## config.mk

```make
export PLATFORM = sky130hd
export DESIGN_NAME = leve_ifetch_lbuf_flat
export DESIGN_NICKNAME = d
export VERILOG_FILES = /design/src/rtl/leve_ifetch_lbuf_if.sv /design/src/rtl/leve_ifetch_lbuf.sv /design/src/flat_wrapper.sv
export SDC_FILE = /design/constraint.sdc
export NUM_CORES = 1
export LEC_CHECK = 0
export ABC_CLOCK_PERIOD_IN_PS = 5300
export BUFFER_PORTS_ARGS = -buffer_cell sky130_fd_sc_hd__buf_4
export CAP_MARGIN = 20
export CORE_ASPECT_RATIO = 1.4
export CORE_UTILIZATION = 58
export DETAILED_ROUTE_END_ITERATION = 7
export GPL_TIMING_DRIVEN = 0
export PLACE_DENSITY = 0.89
export SYNTH_ARGS = -nofsm -noshare
export SYNTH_HDL_FRONTEND = slang
export SYNTH_SLANG_ARGS = --single-unit
```

## constraint.sdc

```tcl
create_clock -name CLK -period 5.3 [get_ports CLK]
set_clock_uncertainty 0.2 [all_clocks]
set_input_delay 1.06 -clock CLK [delete_from_list [all_inputs] [get_ports CLK]]
set_output_delay 1.06 -clock CLK [all_outputs]
set_load 0.05 [all_outputs]
```

## src/rtl/leve_ifetch_lbuf_if.sv

```systemverilog
// leve_ifetch_lbuf_if: fetch-side bundle for the instruction line buffer.
//   PC request      : PC_VALID, PC, PC_READY
//   instruction out : INST_VALID, INST_PAYLOAD, INST_PC, INST_READY
//   AXI read (AR/R) : ARVALID, ARREADY, ARADDR, ARBURST, ARLEN,
//                     RVALID, RREADY, RDATA, RLAST
// Modports:
//   master - the line buffer (drives PC_READY, the instruction slot and the AXI
//            read master signals)
//   slave  - the surrounding pipeline/interconnect
// XLEN and ADDR_W must match the parameters of the attached leve_ifetch_lbuf.
interface leve_ifetch_lbuf_if #(
  parameter int unsigned XLEN   = 64,
  parameter int unsigned ADDR_W = 64
);
  logic              PC_VALID;
  logic [XLEN-1:0]   PC;
  logic              PC_READY;

  logic              INST_VALID;
  logic [31:0]       INST_PAYLOAD;
  logic [XLEN-1:0]   INST_PC;
  logic              INST_READY;

  logic              ARVALID;
  logic              ARREADY;
  logic [ADDR_W-1:0] ARADDR;
  logic [1:0]        ARBURST;
  logic [7:0]        ARLEN;

  logic              RVALID;
  logic              RREADY;
  logic [31:0]       RDATA;
  logic              RLAST;

  modport master (
    input  PC_VALID, PC, INST_READY, ARREADY, RVALID, RDATA, RLAST,
    output PC_READY, INST_VALID, INST_PAYLOAD, INST_PC,
           ARVALID, ARADDR, ARBURST, ARLEN, RREADY
  );

  modport slave (
    output PC_VALID, PC, INST_READY, ARREADY, RVALID, RDATA, RLAST,
    input  PC_READY, INST_VALID, INST_PAYLOAD, INST_PC,
           ARVALID, ARADDR, ARBURST, ARLEN, RREADY
  );
endinterface

```

## src/rtl/leve_ifetch_lbuf.sv

```systemverilog
// leve_ifetch_lbuf: single-line instruction fetch buffer between the PC stage
// and decode. A miss launches an aligned AXI INCR burst of LINE_WORDS beats;
// each 32-bit word becomes hittable the cycle after its beat is written, so
// fetch streams behind the fill. Results leave through a registered
// VALID/READY slot with one cycle of hit latency.
// Ports:
//   CLK, RSTn - clock, asynchronous active-low reset
//   bus       - leve_ifetch_lbuf_if.master (PC request, instruction out, AXI read)
//   HIT_CNT, MISS_CNT - saturating statistics, only with LEVE_IFETCH_LBUF_STATS_EN
// Optional feature macro: LEVE_IFETCH_LBUF_STATS_EN.
module leve_ifetch_lbuf #(
  parameter int unsigned XLEN       = 64,
  parameter int unsigned ADDR_W     = 64,
  parameter int unsigned LINE_WORDS = 8
) (
  input  logic               CLK,
  input  logic               RSTn,
  leve_ifetch_lbuf_if.master bus
`ifdef LEVE_IFETCH_LBUF_STATS_EN
  ,
  output logic [31:0]        HIT_CNT,
  output logic [31:0]        MISS_CNT
`endif
);

  localparam int unsigned IdxW = $clog2(LINE_WORDS);
  localparam int unsigned OffW = IdxW + 2;
  localparam int unsigned TagW = XLEN - OffW;

  typedef enum logic [1:0] {StIdle, StAr, StRd, StDrain} state_e;

  state_e                st_q;
  logic [TagW-1:0]       tag_q;       // line tag, also the tag being filled
  logic [TagW-1:0]       pend_tag_q;
  logic                  pend_q;
  logic                  line_valid_q;
  logic [LINE_WORDS-1:0] wvalid_q;
  logic [IdxW-1:0]       beat_q;
  logic [31:0]           data_q [LINE_WORDS];
  logic                  arvalid_q;
  logic                  rready_q;
  logic [ADDR_W-1:0]     araddr_q;
  logic                  inst_valid_q;
  logic [31:0]           inst_payload_q;
  logic [XLEN-1:0]       inst_pc_q;

  logic [IdxW-1:0] pc_idx;
  logic [TagW-1:0] pc_tag;
  logic            unused_pc;
  logic            hit, slot_free, pc_ready;
  logic            tag_diff, beat, last_beat;
  logic [TagW-1:0] next_pend_tag;
  logic            start_fill, go_drain, go_idle, wr_beat;
  logic [TagW-1:0] fill_tag;

  assign pc_idx    = bus.PC[OffW-1:2];
  assign pc_tag    = bus.PC[XLEN-1:OffW];
  assign unused_pc = ^bus.PC[1:0];

  assign hit       = line_valid_q && (pc_tag == tag_q) && wvalid_q[pc_idx];
  assign slot_free = !inst_valid_q || bus.INST_READY;
  assign pc_ready  = bus.PC_VALID && hit && slot_free;

  // A request to another line while a fill is in flight.
  assign tag_diff      = bus.PC_VALID && (pc_tag != tag_q);
  assign next_pend_tag = tag_diff ? pc_tag : pend_tag_q;
  assign beat          = bus.RVALID && rready_q;
  assign last_beat     = beat && bus.RLAST;
  assign wr_beat       = (st_q == StRd) && beat && !tag_diff;

  // Transition decode; the state register itself lives in the FSM block.
  always_comb begin
    start_fill = 1'b0;
    go_drain   = 1'b0;
    go_idle    = 1'b0;
    fill_tag   = pc_tag;
    unique case (st_q)
      StIdle: begin
        // Covers both a tag miss and a word hole left by an early RLAST.
        if (bus.PC_VALID && !hit) start_fill = 1'b1;
      end
      StRd: begin
        if (tag_diff) begin
          if (last_beat) start_fill = 1'b1;
          else           go_drain   = 1'b1;
        end else if (last_beat) begin
          if (pend_q) begin
            start_fill = 1'b1;
            fill_tag   = pend_tag_q;
          end else begin
            go_idle = 1'b1;
          end
        end
      end
      StDrain: begin
        if (last_beat) begin
          start_fill = 1'b1;
          fill_tag   = next_pend_tag;
        end
      end
      default: ;
    endcase
  end

  always_ff @(posedge CLK or negedge RSTn) begin
    if (!RSTn) begin
      st_q         <= StIdle;
      tag_q        <= '0;
      pend_tag_q   <= '0;
      pend_q       <= 1'b0;
      line_valid_q <= 1'b0;
      wvalid_q     <= '0;
      beat_q       <= '0;
      arvalid_q    <= 1'b0;
      rready_q     <= 1'b0;
      araddr_q     <= '0;
    end else if (start_fill) begin
      st_q         <= StAr;
      tag_q        <= fill_tag;
      pend_q       <= 1'b0;
      line_valid_q <= 1'b1;
      wvalid_q     <= '0;
      beat_q       <= '0;
      arvalid_q    <= 1'b1;
      rready_q     <= 1'b0;
      araddr_q     <= ADDR_W'({fill_tag, {OffW{1'b0}}});
    end else begin
      unique case (st_q)
        StAr: begin
          // ARVALID stays up until accepted; a redirect only queues.
          if (tag_diff) begin
            pend_q     <= 1'b1;
            pend_tag_q <= pc_tag;
          end
          if (bus.ARREADY) begin
            st_q      <= StRd;
            arvalid_q <= 1'b0;
            rready_q  <= 1'b1;
          end
        end
        StRd: begin
          if (go_drain) begin
            st_q         <= StDrain;
            line_valid_q <= 1'b0;
            pend_q       <= 1'b1;
            pend_tag_q   <= pc_tag;
          end else begin
            if (wr_beat) begin
              wvalid_q[beat_q] <= 1'b1;
              beat_q           <= beat_q + 1'b1;
            end
            if (go_idle) begin
              st_q     <= StIdle;
              rready_q <= 1'b0;
            end
          end
        end
        StDrain: begin
          if (tag_diff) pend_tag_q <= pc_tag;
        end
        default: ;
      endcase
    end
  end

  // Line data needs no reset: word-valid bits gate every read.
  always_ff @(posedge CLK) begin
    if (wr_beat) data_q[beat_q] <= bus.RDATA;
  end

  always_ff @(posedge CLK or negedge RSTn) begin
    if (!RSTn) begin
      inst_valid_q   <= 1'b0;
      inst_payload_q <= '0;
      inst_pc_q      <= '0;
    end else if (pc_ready) begin
      inst_valid_q   <= 1'b1;
      inst_payload_q <= data_q[pc_idx];
      inst_pc_q      <= bus.PC;
    end else if (bus.INST_READY) begin
      inst_valid_q <= 1'b0;
    end
  end

`ifdef LEVE_IFETCH_LBUF_STATS_EN
  logic [31:0] hit_cnt_q, miss_cnt_q;
  logic        miss_evt;

  assign miss_evt = ((st_q == StIdle) && start_fill) || go_drain;

  always_ff @(posedge CLK or negedge RSTn) begin
    if (!RSTn) begin
      hit_cnt_q  <= '0;
      miss_cnt_q <= '0;
    end else begin
      if (pc_ready && (hit_cnt_q != 32'hFFFF_FFFF))  hit_cnt_q  <= hit_cnt_q + 32'd1;
      if (miss_evt && (miss_cnt_q != 32'hFFFF_FFFF)) miss_cnt_q <= miss_cnt_q + 32'd1;
    end
  end

  assign HIT_CNT  = hit_cnt_q;
  assign MISS_CNT = miss_cnt_q;
`endif

  assign bus.PC_READY     = pc_ready;
  assign bus.INST_VALID   = inst_valid_q;
  assign bus.INST_PAYLOAD = inst_payload_q;
  assign bus.INST_PC      = inst_pc_q;
  assign bus.ARVALID      = arvalid_q;
  assign bus.ARADDR       = araddr_q;
  assign bus.ARBURST      = 2'b01;
  assign bus.ARLEN        = 8'(LINE_WORDS - 1);
  assign bus.RREADY       = rready_q;

endmodule
```

## src/flat_wrapper.sv

```systemverilog
// flat-port wrapper written by rule: the top's interface ports become plain ports
module leve_ifetch_lbuf_flat 
#(
  parameter int unsigned XLEN       = 64,
  parameter int unsigned ADDR_W     = 64,
  parameter int unsigned LINE_WORDS = 8
)
  (CLK, RSTn, bus_PC_VALID, bus_PC, bus_INST_READY, bus_ARREADY, bus_RVALID, bus_RDATA, bus_RLAST, bus_PC_READY, bus_INST_VALID, bus_INST_PAYLOAD, bus_INST_PC, bus_ARVALID, bus_ARADDR, bus_ARBURST, bus_ARLEN, bus_RREADY);
  leve_ifetch_lbuf_if #(.XLEN(XLEN), .ADDR_W(ADDR_W)) bus_i ();
  input  logic CLK;
  input  logic RSTn;
  input wire logic [$bits(bus_i.PC_VALID)-1:0] bus_PC_VALID;
  input wire logic [$bits(bus_i.PC)-1:0] bus_PC;
  input wire logic [$bits(bus_i.INST_READY)-1:0] bus_INST_READY;
  input wire logic [$bits(bus_i.ARREADY)-1:0] bus_ARREADY;
  input wire logic [$bits(bus_i.RVALID)-1:0] bus_RVALID;
  input wire logic [$bits(bus_i.RDATA)-1:0] bus_RDATA;
  input wire logic [$bits(bus_i.RLAST)-1:0] bus_RLAST;
  output wire logic [$bits(bus_i.PC_READY)-1:0] bus_PC_READY;
  output wire logic [$bits(bus_i.INST_VALID)-1:0] bus_INST_VALID;
  output wire logic [$bits(bus_i.INST_PAYLOAD)-1:0] bus_INST_PAYLOAD;
  output wire logic [$bits(bus_i.INST_PC)-1:0] bus_INST_PC;
  output wire logic [$bits(bus_i.ARVALID)-1:0] bus_ARVALID;
  output wire logic [$bits(bus_i.ARADDR)-1:0] bus_ARADDR;
  output wire logic [$bits(bus_i.ARBURST)-1:0] bus_ARBURST;
  output wire logic [$bits(bus_i.ARLEN)-1:0] bus_ARLEN;
  output wire logic [$bits(bus_i.RREADY)-1:0] bus_RREADY;
  assign bus_i.PC_VALID = bus_PC_VALID;
  assign bus_i.PC = bus_PC;
  assign bus_i.INST_READY = bus_INST_READY;
  assign bus_i.ARREADY = bus_ARREADY;
  assign bus_i.RVALID = bus_RVALID;
  assign bus_i.RDATA = bus_RDATA;
  assign bus_i.RLAST = bus_RLAST;
  assign bus_PC_READY = bus_i.PC_READY;
  assign bus_INST_VALID = bus_i.INST_VALID;
  assign bus_INST_PAYLOAD = bus_i.INST_PAYLOAD;
  assign bus_INST_PC = bus_i.INST_PC;
  assign bus_ARVALID = bus_i.ARVALID;
  assign bus_ARADDR = bus_i.ARADDR;
  assign bus_ARBURST = bus_i.ARBURST;
  assign bus_ARLEN = bus_i.ARLEN;
  assign bus_RREADY = bus_i.RREADY;
  leve_ifetch_lbuf #(.XLEN(XLEN), .ADDR_W(ADDR_W), .LINE_WORDS(LINE_WORDS)) u_core (.CLK(CLK), .RSTn(RSTn), .bus(bus_i));
endmodule
```

== Word level (Yosys, flattened, before mapping) ==
Memories as Yosys holds them, arrays and structs flattened. A register that Yosys moved wholly into a read port is not among the register bits.
Cells that the tools add are included.

* Bits of input ports: 103
* Logic and storage cells: 121
* RAM bits: 256
* Output and inout bits: 174
* Memories kept: 1
* Bits in registers: 200

{| class="wikitable"
|+ Memories
! name !! words !! bits a word !! read ports !! clocked after memory_dff !! write ports !! line !! RTL
|-
| u_core.data_q || 8 || 32 || 1 || 1 || 1 || leve_ifetch_lbuf.sv:39 || <nowiki>logic [31:0] data_q [LINE_WORDS];</nowiki>
|}

* Equality and inequality tests: 13
* Magnitude comparators: 3
* Muxes and demuxes: 57
* Bitwise gates (word level): 2
* Reductions and logical operators: 33
* Add/subtract/negate cells: 1

{| class="wikitable"
|+ Operators by type and width
! cell !! number
|-
| $mux 59 || 6
|-
| $pmux 59 s2 || 2
|-
| $eq 59x59->1 || 1
|-
| $ne 59x59->1 || 1
|-
| $mux 8 || 4
|-
| $mux 1 || 31
|-
| $reduce_bool 2->1 || 7
|-
| $mux 3 || 4
|-
| $reduce_and 3->1 || 4
|-
| $logic_and 1x1->1 || 11
|-
| $ne 3x1->1 const B || 3
|-
| $lt 3x4->1 const B || 2
|-
| $mux 2 || 4
|-
| $or 8x8->8 || 1
|-
| $ne 3x2->1 const B || 2
|-
| $eq 2x2->1 const B || 2
|-
| $logic_not 1->1 || 4
|-
| $ne 2x1->1 const B || 2
|-
| $ne 4x1->1 const B || 1
|-
| $pmux 1 s2 || 2
|-
| $pmux 2 s2 || 1
|-
| $reduce_and 2->1 || 2
|-
| $reduce_and 4->1 || 1
|-
| $add 3x1->3 const B || 1
|-
| other kinds (10) || 10
|}

== Logic depth before layout (Yosys ltp) ==
* Depth in word-level cells: 9
* Depth in mapped cells: 11
* Depth with buffers taken out: 8

== Worst setup path before layout ==
OpenSTA, ideal clock, no wires.

* Path type: input -> register
* Start point: input port bus_PC[38]
* End point: memory u_core.data_q[0][0] (enable)
* Setup slack: 0.171 ns
* Cell stages on the path: 7
* Arrival: 4.466 ns
* Library setup time: 0.463 ns
* Cell sequence: xnor2_1 nand4_1 nor4_2 a41o_1 buf_4 nand3b_1 nor3_1

* Cells in the longest elaborated chain, start to end: 6

{| class="wikitable"
|+ Ends and longest elaborated chain
! element !! line !! RTL
|-
| start: declaration || flat_wrapper.sv:13 || <nowiki>input wire logic [$bits(bus_i.PC)-1:0] bus_PC;</nowiki>
|-
| $ne 59x59->1 || leve_ifetch_lbuf.sv:65 || <nowiki>assign tag_diff = bus.PC_VALID && (pc_tag != tag_q);</nowiki>
|-
| $logic_and 1x1->1 || leve_ifetch_lbuf.sv:65 ||
|-
| $logic_not 1->1 || leve_ifetch_lbuf.sv:69 || <nowiki>assign wr_beat = (st_q == StRd) && beat && !tag_diff;</nowiki>
|-
| $logic_and 1x1->1 || leve_ifetch_lbuf.sv:69 ||
|-
| $mux 1 || leve_ifetch_lbuf.sv:168 || <nowiki>if (wr_beat) data_q[beat_q] <= bus.RDATA;</nowiki>
|-
| $mux 1 (not written as such) || leve_ifetch_lbuf.sv:168 ||
|-
| end: declaration || leve_ifetch_lbuf.sv:39 ||
|}

Every way passes these cells.

== Final worst setup path ==
* Start point: input port bus_PC[49]
* End point: output port bus_PC_READY

* Cells in the longest elaborated chain, start to end: 5

{| class="wikitable"
|+ Ends and longest elaborated chain
! element !! line !! RTL
|-
| $eq 59x59->1 || leve_ifetch_lbuf.sv:60 || <nowiki>assign hit = line_valid_q && (pc_tag == tag_q) && wvalid_q[pc_idx];</nowiki>
|-
| $logic_and 1x1->1 (2 in series) || leve_ifetch_lbuf.sv:60 ||
|-
| $logic_and 1x1->1 (2 in series) || leve_ifetch_lbuf.sv:62 || <nowiki>assign pc_ready = bus.PC_VALID && hit && slot_free;</nowiki>
|-
| end: declaration || flat_wrapper.sv:19 || <nowiki>output wire logic [$bits(bus_i.PC_READY)-1:0] bus_PC_READY;</nowiki>
|}

Every way passes these cells.

==> results.txt <==
The count of state elements after synthesis is 488. Setup repair after global routing left no endpoint under its margin. In this run the power density over the cells is 503 nW/um^2. In the final routed layout, each cell accounts on average for 27.2 um. Data on the critical path is required at its endpoint by 4040 ps.

The cell area after synthesis came out at between 20000 and 25000 sq um. The share of flip-flops with an asynchronous set or reset after synthesis came out at 0.475. Setup slack closes at 133 ps. The routed design could run at a clock period as short as 5170 ps. The flow ran to the end, and the final reports show no timing, DRC or antenna violations. The cell depth of the worst flop-to-flop path came out at 9. The clock network latency to the later pin of the worst-skew pair came out at 590 ps. The weighted congestion at the end of routability-driven global placement is 0.934. Of the available clock period, the critical path in the final layout requires 0.975. The floorplan has 83 rows. The path class of the tightest hold or removal check is reg2reg. Port buffering added roughly 260 buffers. Before antenna repair, the detailed router went through 5 iterations. Setup violations remaining at the end of the flow were counted as 0.

The completed layout was analyzed and its total power is 0.0130 W. The number of nets in the layout is between 1.5k and 2k. In the final layout, the share of cells above drive strength 1 is 0.408. The I/O pin count is between 200 and 300. Across every metal layer, demand over resource in global routing totals 0.320. The detailed router's first-iteration violation count is around 1.4k. In this run, distinct cell masters in the synthesized netlist total between 50 and 60. The pin count of the biggest net entering global routing came out at 123.

During synthesis, Yosys emitted a total of 0 warnings. The leakage power came out at between 10 and 15 nW. The most common flop cell mapped by yosys is sky130_fd_sc_hd__edfxtp_1. The total congestion overflow after global routing is 0. The slack of the worst reg-to-reg path is 840 ps.

The initial core utilization is 0.589. The highest net fanout along the worst path is 5. In this run the remaining antenna-violating nets after routing total 0. Clock tree synthesis selected as its root buffer the cell sky130_fd_sc_hd__clkbuf_16.

At the pin with the least slew margin, the transition time is approximately 1000 ps. The layout filler cell count is between 2k and 2.5k. The number of global-route vias before repair is 14.9k. The count of max-cap constraint violations came out at 0.

The register clock-pin slew on the reported worst setup and hold paths came out at 70 ps. The post-synthesis instance total is 1357. The die area is about 38000 sq um.

The initial antenna violation count came to 2. The maximum level of the CTS H-tree came out at 2. The worst setup path is captured at an output port. The worst setup path is launched from a primary input. The total negative slack for setup checks is 0 ps.

The critical path arrival is between 3000 and 4000 ps. The first global-routing pass estimated 89.1 mm of wire. Dividing the detail-routed via count by the number of cells gives 6.46. Counting instances, the worst hold path has a depth of 1. The via total after detailed routing is 14.2k. For this run, the number of standard cells in the final layout without fillers is 2198. The number of sinks handled by clock tree synthesis is 488. The floorplan core area came out at 36700 sq um. The die boundary height came out at 230 um. The synthesis-to-finish area growth is 20.2%. The final count of pins violating max slew came out at 0.

The count of flip-flops with a built-in enable after synthesis is between 200 and 300. The count of hold buffers inserted by post-cts repair came out at 0. The total wirelength of the detailed-routed design is 59.8 mm.

The maximum clock frequency is 194 MHz. The number of failing hold endpoints at the final stage came to 0. The HPWL reported at the end of detailed placement came out at 39.0 mm. The worst relative slew slack is 0.317. The residual DRC count is 0. The maximum clock path buffer count came out at 3. The chip width is 165 um.

The number of clock buffers added by TritonCTS is 46. The TritonCTS clock tree is done. The number of resized instances in the post-cts repair step is 0. The sequential area share after synthesis is 0.625. The worst setup path is of the in2out kind. The post-CTS setup buffer count is 0. VDD sags by at most 513 uV. The number of cells in the design after placement is between 2k and 2.5k. After synthesis, the mean cell area works out to 15.9 sq um.

The placement-stage worst setup slack came out at 296 ps.
[flip-flops by register name, summed over array words and instances, names as in the netlist]
signal,flops
u_core.beat_q,3
u_core.bus.INST_VALID,1
u_core.st_q,2
u_core.data_q,256
u_core.bus.RREADY,1
u_core.bus.ARADDR,59
u_core.bus.INST_PAYLOAD,32
u_core.pend_tag_q,59
u_core.bus.INST_PC,64
u_core.line_valid_q,1
u_core.wvalid_q,8
u_core.pend_q,1
u_core.bus.ARVALID,1
[placed cells by master, fill, tap and decap left out, types with 3 or more instances in the layout]
cell and n:
sky130_fd_sc_hd__mux4_2 66, sky130_fd_sc_hd__mux2_4 58, sky130_fd_sc_hd__buf_2 21, sky130_fd_sc_hd__ha_1 7
sky130_fd_sc_hd__nor3_1 3, sky130_fd_sc_hd__buf_4 274, sky130_fd_sc_hd__xnor2_1 59, sky130_fd_sc_hd__buf_6 19
sky130_fd_sc_hd__clkinv_2 14, sky130_fd_sc_hd__buf_8 3, sky130_fd_sc_hd__o21ai_0 4, sky130_fd_sc_hd__dfrtp_1 232
sky130_fd_sc_hd__o211ai_1 69, sky130_fd_sc_hd__a22o_1 59, sky130_fd_sc_hd__nand2_1 9, sky130_fd_sc_hd__o211ai_2 50
sky130_fd_sc_hd__o21a_1 9, sky130_fd_sc_hd__edfxtp_1 256, sky130_fd_sc_hd__nor2_4 6, sky130_fd_sc_hd__nand4_1 15
sky130_fd_sc_hd__mux2_2 65, sky130_fd_sc_hd__buf_12 6, sky130_fd_sc_hd__conb_1 15, sky130_fd_sc_hd__mux2i_1 33
sky130_fd_sc_hd__nand3_1 63, sky130_fd_sc_hd__nor2_1 38, sky130_fd_sc_hd__a21oi_1 36, sky130_fd_sc_hd__clkbuf_16 46
sky130_fd_sc_hd__nor4_2 3, sky130_fd_sc_hd__clkbuf_1 77, sky130_fd_sc_hd__nand2b_1 3, sky130_fd_sc_hd__inv_1 6
sky130_fd_sc_hd__clkinv_16 3, sky130_fd_sc_hd__clkinv_1 8, sky130_fd_sc_hd__a21bo_2 59
[routing by layer]
layer	part of all wire	GRT usage
met5	0	0
met4	0.065	0.212
met3	0.084	0.0624
met2	0.51	0.533
met1	0.34	0.371
[critical path, stage by stage]
cell and delay [ps]:
sky130_fd_sc_hd__buf_4 130, sky130_fd_sc_hd__xnor2_1 580, sky130_fd_sc_hd__nand4_1 380, sky130_fd_sc_hd__nor4_2 510, sky130_fd_sc_hd__nand4_2 220, sky130_fd_sc_hd__nor4_1 710
sky130_fd_sc_hd__buf_4 320
[final timing paths]
kind,end,startpoint
worst min register to register,u_core.wvalid_q[6],u_core.wvalid_q[6]
worst max-delay path,bus_PC_READY,bus_PC[49]
worst max register to register,u_core.bus.INST_PAYLOAD[30],u_core.bus.ARADDR[49]
worst min-delay path,u_core.wvalid_q[6],u_core.wvalid_q[6]
max in group asynchronous,u_core.pend_tag_q[26],RSTn
min in group asynchronous,u_core.bus.ARADDR[46],RSTn
[per-stage QoR]
step / util / area (sq um) / hold slack (ps)
6_report: 0.708 / 25900 / 297
5_1_grt: 0.708 / 25900 / 306
4_1_cts: 0.707 / 25900 / 294
3_5_place_dp: 0.667 / 24500 / 279
3_3_place_gp: 0.659 / 24200 / 267
2_1_floorplan: - / 21600 / 259
[report_power, final]
group	internal (W)	switching, W	total (W)	leakage (nW)
logic	0.00189	0.00281	0.00470	4.73
registers	0.00456	0.000529	0.00509	5.29
clock network	0.00174	0.00151	0.00325	0.718
[synthesized netlist by cell type (all sizes together), types with 2 or more instances]
cell	n	area share
a21bo	59	0.027
a21oi	36	0.0083
a22o	59	0.024
and3	2	0.00058
buf	52	0.018
clkbuf	69	0.012
conb	2	0.00035
dfrtp	232	0.27
edfxtp	256	0.36
ha	7	0.0041
inv	7	0.0012
mux2	124	0.075
mux2i	33	0.015
mux4	66	0.069
nand2	9	0.0016
nand2b	3	0.00087
nand3	63	0.015
nand4	16	0.0049
nor2	44	0.0077
nor3	5	0.0012
nor4	5	0.0023
o211ai	119	0.053
o21a	9	0.0031
o21ai	6	0.0016
xnor2	59	0.024
[area by class of cell]
class	count	area (sq um)	area share
flip-flops and latches	488	13500	0.520
multi-input cells	754	7530	0.290
repair buffers	274	2200	0.0847
clock buffers	55	1190	0.0461
plain buffers	121	638	0.0246
well taps	467	584	0.0225
clock inverters	30	274	0.0106
inverters	7	26.3	0.00101
diodes	2	5.00	0.000193
[cells by family (layout without fill, tap and decap cells)]
family / count (synthesis) / after routing / share of synthesized area
AO/OA/AOI/OAI: 297 / 297 / 0.121
XOR/XNOR: 60 / 60 / 0.0244
adder cells (fa/ha/maj): 7 / 7 / 0.00406
buffers and inverters: 128 / 487 / 0.0308
flip-flops: 488 / 488 / 0.625
multiplexers: 223 / 223 / 0.159
other: 2 / 17 / 0.000348
AND/OR/NAND/NOR: 152 / 152 / 0.0353
(Power assumes the default switching activity.)
